$ cat src/rtl/pc_sequencer.sv
// csRISC fetch-stage program-counter sequencer.
// Owns the architectural PC, issues fetch requests and buffers redirects.
module pc_sequencer #(
  parameter int unsigned          ADDR_W   = 32,
  parameter logic [ADDR_W-1:0]    RESET_PC = '0,
  parameter int unsigned          PC_STEP  = 4
) (
  input  logic              clk,
  input  logic              rst,
  input  logic              branch_valid,
  input  logic [1:0]        branch_control_in,
  input  logic [ADDR_W-1:0] ex_pc,
  input  logic [ADDR_W-1:0] branch_offset,
  input  logic [ADDR_W-1:0] reg_target,
  input  logic              stall,
  input  logic              halt,
  input  logic              fetch_ready,
  output logic              fetch_valid,
  output logic [ADDR_W-1:0] pc_out,
  output logic              flush,
  output logic              halted,
  output logic              illegal_branch,
  output logic [31:0]       fetch_count
);

  localparam logic [1:0] S_BOOT = 2'd0;
  localparam logic [1:0] S_RUN  = 2'd1;
  localparam logic [1:0] S_HALT = 2'd2;

  localparam logic [ADDR_W-1:0] STEP = ADDR_W'(PC_STEP);

  logic [1:0]        state;
  logic              pend_valid;
  logic [ADDR_W-1:0] pend_target;

  logic              live_valid;
  logic              live_illegal;
  logic [ADDR_W-1:0] live_target;

  logic              redir_valid;
  logic [ADDR_W-1:0] redir_target;
  logic              accept;
  logic              outstanding;
  logic              can_issue;

  always_comb begin
    live_valid   = 1'b0;
    live_illegal = 1'b0;
    live_target  = '0;
    unique case (1'b1)
      branch_valid && (branch_control_in == 2'b01): begin
        live_valid  = 1'b1;
        live_target = ex_pc + branch_offset;
      end
      branch_valid && (branch_control_in == 2'b10): begin
        live_valid  = 1'b1;
        live_target = reg_target;
      end
      branch_valid && (branch_control_in == 2'b11): begin
        live_illegal = 1'b1;
      end
      default: ;
    endcase
  end

  // A live redirect outranks the buffered one.
  assign redir_valid  = live_valid | pend_valid;
  assign redir_target = live_valid ? live_target : pend_target;

  assign accept      = fetch_valid & fetch_ready;
  assign outstanding = fetch_valid & ~fetch_ready;
  assign can_issue   = ~outstanding & ~stall;

  always_ff @(posedge clk) begin
    if (rst) begin
      state          <= S_BOOT;
      pc_out         <= RESET_PC;
      fetch_valid    <= 1'b0;
      flush          <= 1'b0;
      halted         <= 1'b0;
      illegal_branch <= 1'b0;
      fetch_count    <= '0;
      pend_valid     <= 1'b0;
      pend_target    <= '0;
    end else begin
      flush <= 1'b0;
      unique case (state)
        S_BOOT: begin
          state       <= S_RUN;
          fetch_valid <= 1'b1;
          pc_out      <= RESET_PC;
        end
        S_RUN: begin
          if (accept) begin
            fetch_count <= fetch_count + 32'd1;
          end
          if (live_illegal) begin
            illegal_branch <= 1'b1;
          end
          if (halt) begin
            state       <= S_HALT;
            halted      <= 1'b1;
            fetch_valid <= 1'b0;
            pend_valid  <= 1'b0;
            flush       <= redir_valid;
          end else if (can_issue) begin
            fetch_valid <= 1'b1;
            pend_valid  <= 1'b0;
            if (redir_valid) begin
              pc_out <= redir_target;
              flush  <= 1'b1;
            end else begin
              pc_out <= pc_out + STEP;
            end
          end else begin
            // Held request or stall: park any new redirect.
            if (!outstanding) begin
              fetch_valid <= 1'b0;
            end
            if (live_valid) begin
              pend_valid  <= 1'b1;
              pend_target <= live_target;
            end
          end
        end
        S_HALT: ;
        default: state <= S_BOOT;
      endcase
    end
  end

endmodule

$ cat config.mk
export PLATFORM = sky130hd
export DESIGN_NAME = pc_sequencer
export DESIGN_NICKNAME = d
export VERILOG_FILES = /design/src/rtl/pc_sequencer.sv
export SDC_FILE = /design/constraint.sdc
export NUM_CORES = 1
export LEC_CHECK = 0
export ABC_AREA = 1
export BUFFER_PORTS_ARGS = -buffer_cell sky130_fd_sc_hd__buf_2
export CORE_MARGIN = 3
export CORE_UTILIZATION = 60
export CTS_BUF_LIST = sky130_fd_sc_hd__clkbuf_16
export CTS_CLUSTER_DIAMETER = 60
export DETAILED_ROUTE_END_ITERATION = 16
export GPL_ROUTABILITY_DRIVEN = 0
export PLACE_DENSITY_LB_ADDON = 0.1
export SETUP_SLACK_MARGIN = 0.15
export SYNTH_ARGS = -nofsm -noshare
export SYNTH_HDL_FRONTEND = slang
export SYNTH_SLANG_ARGS = --single-unit
$ cat constraint.sdc
create_clock -name clk -period 4 [get_ports clk]
set_input_delay 0.2 -clock clk [delete_from_list [all_inputs] [get_ports clk]]
set_output_delay 0.2 -clock clk [all_outputs]
set_load 0.01 [all_outputs]
==> out/results.ini <==
[outcome]
status = finished, final reports clean

[die]
num_rows = 42
die-area_sq_mm = 0.01524
io_pins = 172
die_h_um = 123.5
start_util_pct = 62.02
core_area_sq_mm = 0.01335
die_x_um = 123.5

[power_and_ir_drop]
ir_drop_uv = 278.3
p_per_area_mw_per_mm2 = 283.2
power_switching_uw = 902.4
pwr-share-comb_pct = 26.0
total_power_mw = 2.700
clock_power_share_pct = 33.3
seq_power_share_pct = 40.7
sw_frac_of_total_pct = 33.42
cellLeakagePower_nw = 4.827
p_int_mw = 1.797

[route]
final_antenna_net_count = 0
route.met2.wl_um = 10610
routed_wirelength_um = 23190
wl_met1_um = 10130
highest_layer = met5
drc = 0
vias = 9178
drt_iter0_markers = 865
wl_per_cell_um = 13.43
vias_per_cell = 5.314
wl_met3_um = 1839
first_pass_iters = 8

[logic_synthesis]
synth_top_family_by_area = simple AND/OR/NAND/NOR gates
syn_area_per_cell_sq_um = 5.934
syn_area_sq_mm = 0.008278
synth_xor_xnor_area_share_pct = 2.328
synth_nets = 1533
synth_edf_count = 0
async_flop_share_pct = 0
synth.area.mux_share_pct = 0
synth_flop_cell = dfxtp_1
synth_compound_area_share_pct = 16.16
synth.distinct_cells = 56
synth-seq-cells = 103
synth_fa_ha_area_share_pct = 5.230
yosys.area_share.simple_pct = 38.42
yosysWarnings = 0
synth_cells = 1395
ys_seq_area_share_pct = 24.91

[hold_path]
min_from = branch_control_in[0]
hold_depth = 3
hold_end = illegal_branch
hp-class = primary input to flop

[placement]
numPortBuffers = 171
hpwlAfterDp_um = 18010
place_ws_ns = 1.556

[clock_network]
cts_buffer_depth = 2
hold_buffers = 0
cts.sinks = 103
cts_root_buffer = clkbuf_16
cts_post_setup_buffers_inserted = 0
cts_max_level = 3
cts_resized = 0
clock_latency_ns = 0.35
cts.reportedPaths.clkPinSlew_ns = 0.08
tritoncts = built
cts-buffers-inserted = 9

[critical_path]
reg2reg_slack_ns = 1.54
crit_required_ns = 4.20
ff2ff_path_depth = 15
crit_arrival_ns = 2.66
reg2reg_to = pc_out[19]
crit_path_frequent_cell = inv_2
worstPathCellList = inv_2 > nor2_4 > inv_4 > nor2_1 > nor2_2 > inv_2 > nor2_4 > inv_2 > nor2_8 > inv_2 > nor2_8 > inv_2 > o21ai_1 > nand2_1 > a21oi_1
slowest_stage = inv_2
rr_startpoint = state[0]
critPathMaxStageDelay_ns = 0.47
startpoint = state[0]
crit_path_end_kind = flop
crit_family = buffers and inverters
crit_fanout = 33
critPathBufInv = 6
path_depth = 15
crit_path_start_kind = flop
crit_type = flop to flop

[timing]
fin_tns_setup_ns = 0
fin_crit_sh_pct = 61.55
finalHoldViolCount = 0
slew_headroom_pct = 21.24
min_period_ns = 2.462
rsz0062_at_grt = no
skew_ns = 0.007692
setup_viol = 0
worst_pin_slew_ns = 1.180
setup_ws_ns = 1.538
final_max_slew_viol_count = 0
max_clock_freq_ghz = 0.4062

[global_route]
grt_max_degree = 66
overflow = 0
antenna_found_initial = 2
grt_pass1_wl_um = 37180
grt_util_all_layers_pct = 29.99
grt_pass1_vias = 8125

[finish]
area_growth_pct = 15.18
nets = 1684
layout_commonest_cell = nand2_1
n_antenna_cell = 0
layout_common_cells = nand2_1 (440), inv_1 (222), buf_2 (171)
drive_gt1_share_pct = 16.70

[job]
max_cap_viol_count = 0

## worst max path at each step
stage                 end  slack (ns)
2_1_floorplan  pc_out[24]        2.07
3_5_place_dp   pc_out[14]        1.56
6_report       pc_out[19]        1.54
5_1_grt        pc_out[19]        1.34
3_3_place_gp   pc_out[14]        1.60
4_1_cts        pc_out[19]        1.55
## Yosys cell counts, types with 2 or more instances
cell / count / area (sq um)
ha_1: 33 / 412.9
xnor2_1: 6 / 52.55
o21bai_1: 6 / 45.04
nand3_1: 71 / 355.3
nor2_4: 10 / 112.6
or2_1: 5 / 31.28
inv_2: 17 / 63.81
nand2_2: 2 / 12.51
a211oi_1: 2 / 15.01
dfxtp_1: 103 / 2062
nor3_2: 5 / 50.05
nor2_2: 6 / 37.54
a31oi_1: 3 / 18.77
nand3b_1: 3 / 22.52
o21ai_0: 54 / 270.3
nor3_1: 26 / 130.1
buf_1: 2 / 7.510
or2_0: 2 / 12.51
nor2_1: 88 / 330.3
xor2_1: 16 / 140.1
nand3_2: 4 / 40.04
nand4_1: 19 / 118.9
or2_2: 14 / 87.58
nor3b_1: 3 / 22.52
inv_1: 220 / 825.8
nor2_8: 2 / 40.04
nor4_1: 8 / 50.05
a221oi_1: 2 / 17.52
o21ai_1: 19 / 95.09
a21oi_1: 135 / 675.7
buf_2: 8 / 40.04
nand2_1: 440 / 1652
o211ai_1: 14 / 105.1
nand2_4: 2 / 22.52
clkbuf_1: 24 / 90.09
## area by class of cell
class	instances	area [sq um]
clock buffer	9	225.2
clock inverter	7	73.82
fill	1215	3814
inverter	240	915.9
multi-input combinational	1016	5144
sequential	103	2062
tap	176	220.2
timing repair buffer	176	893.4
## flip-flops by register name, indices dropped and copies added (netlist names)
signal,count
illegal_branch,1
pc_out,32
halted,1
fetch_valid,1
pend_valid,1
flush,1
state,2
fetch_count,32
pend_target,32
## power groups by stage
stage / Clock, mW / Sequential [mW] / Combinational [mW]
2_1_floorplan: 0 / 1.12 / 0.490
3_3_place_gp: 0 / 1.12 / 0.679
3_5_place_dp: 0 / 1.12 / 0.690
4_1_cts: 0.910 / 1.10 / 0.695
5_1_grt: 0.942 / 1.10 / 0.793
6_report: 0.899 / 1.10 / 0.702
## worst min-delay path, delay by kind of cell
| kind | cells | cell delay [ns] |
|---|---|---|
| compound gates | 1 | 0.06 |
| buf+inv | 1 | 0.11 |
| simple gates | 1 | 0.10 |
## metrics by stage
| step | area [sq um] | utilization (%) | hold WS [ns] | instances |
|---|---|---|---|---|
| floorplan | 8278 | - | 0.3634 | 1395 |
| global placement | 9235 | 69.19 | 0.4413 | 1711 |
| detailed placement | 9235 | 69.19 | 0.4560 | 1711 |
| CTS | 9534 | 71.43 | 0.1483 | 1727 |
| global route | 9534 | 71.43 | 0.1551 | 1727 |
| finish | 9534 | 71.43 | 0.1541 | 1727 |
## metal layers
metal  track usage, %  vias to the layer above
met4            9.135                        4
met1            38.83                     4053
li1                 -                     4744
met3            6.725                       44
met5                0                        -
met2            49.85                      333
## logic make-up after synthesis
family | Yosys count
and+or+nand+nor | 714
buffers and inverters | 276
AOI/OAI and AO/OA | 246
DFF | 103
adders and majority gates | 34
xor gates and xnor gates | 22
Note: power is estimated with default switching activity, not from simulation.
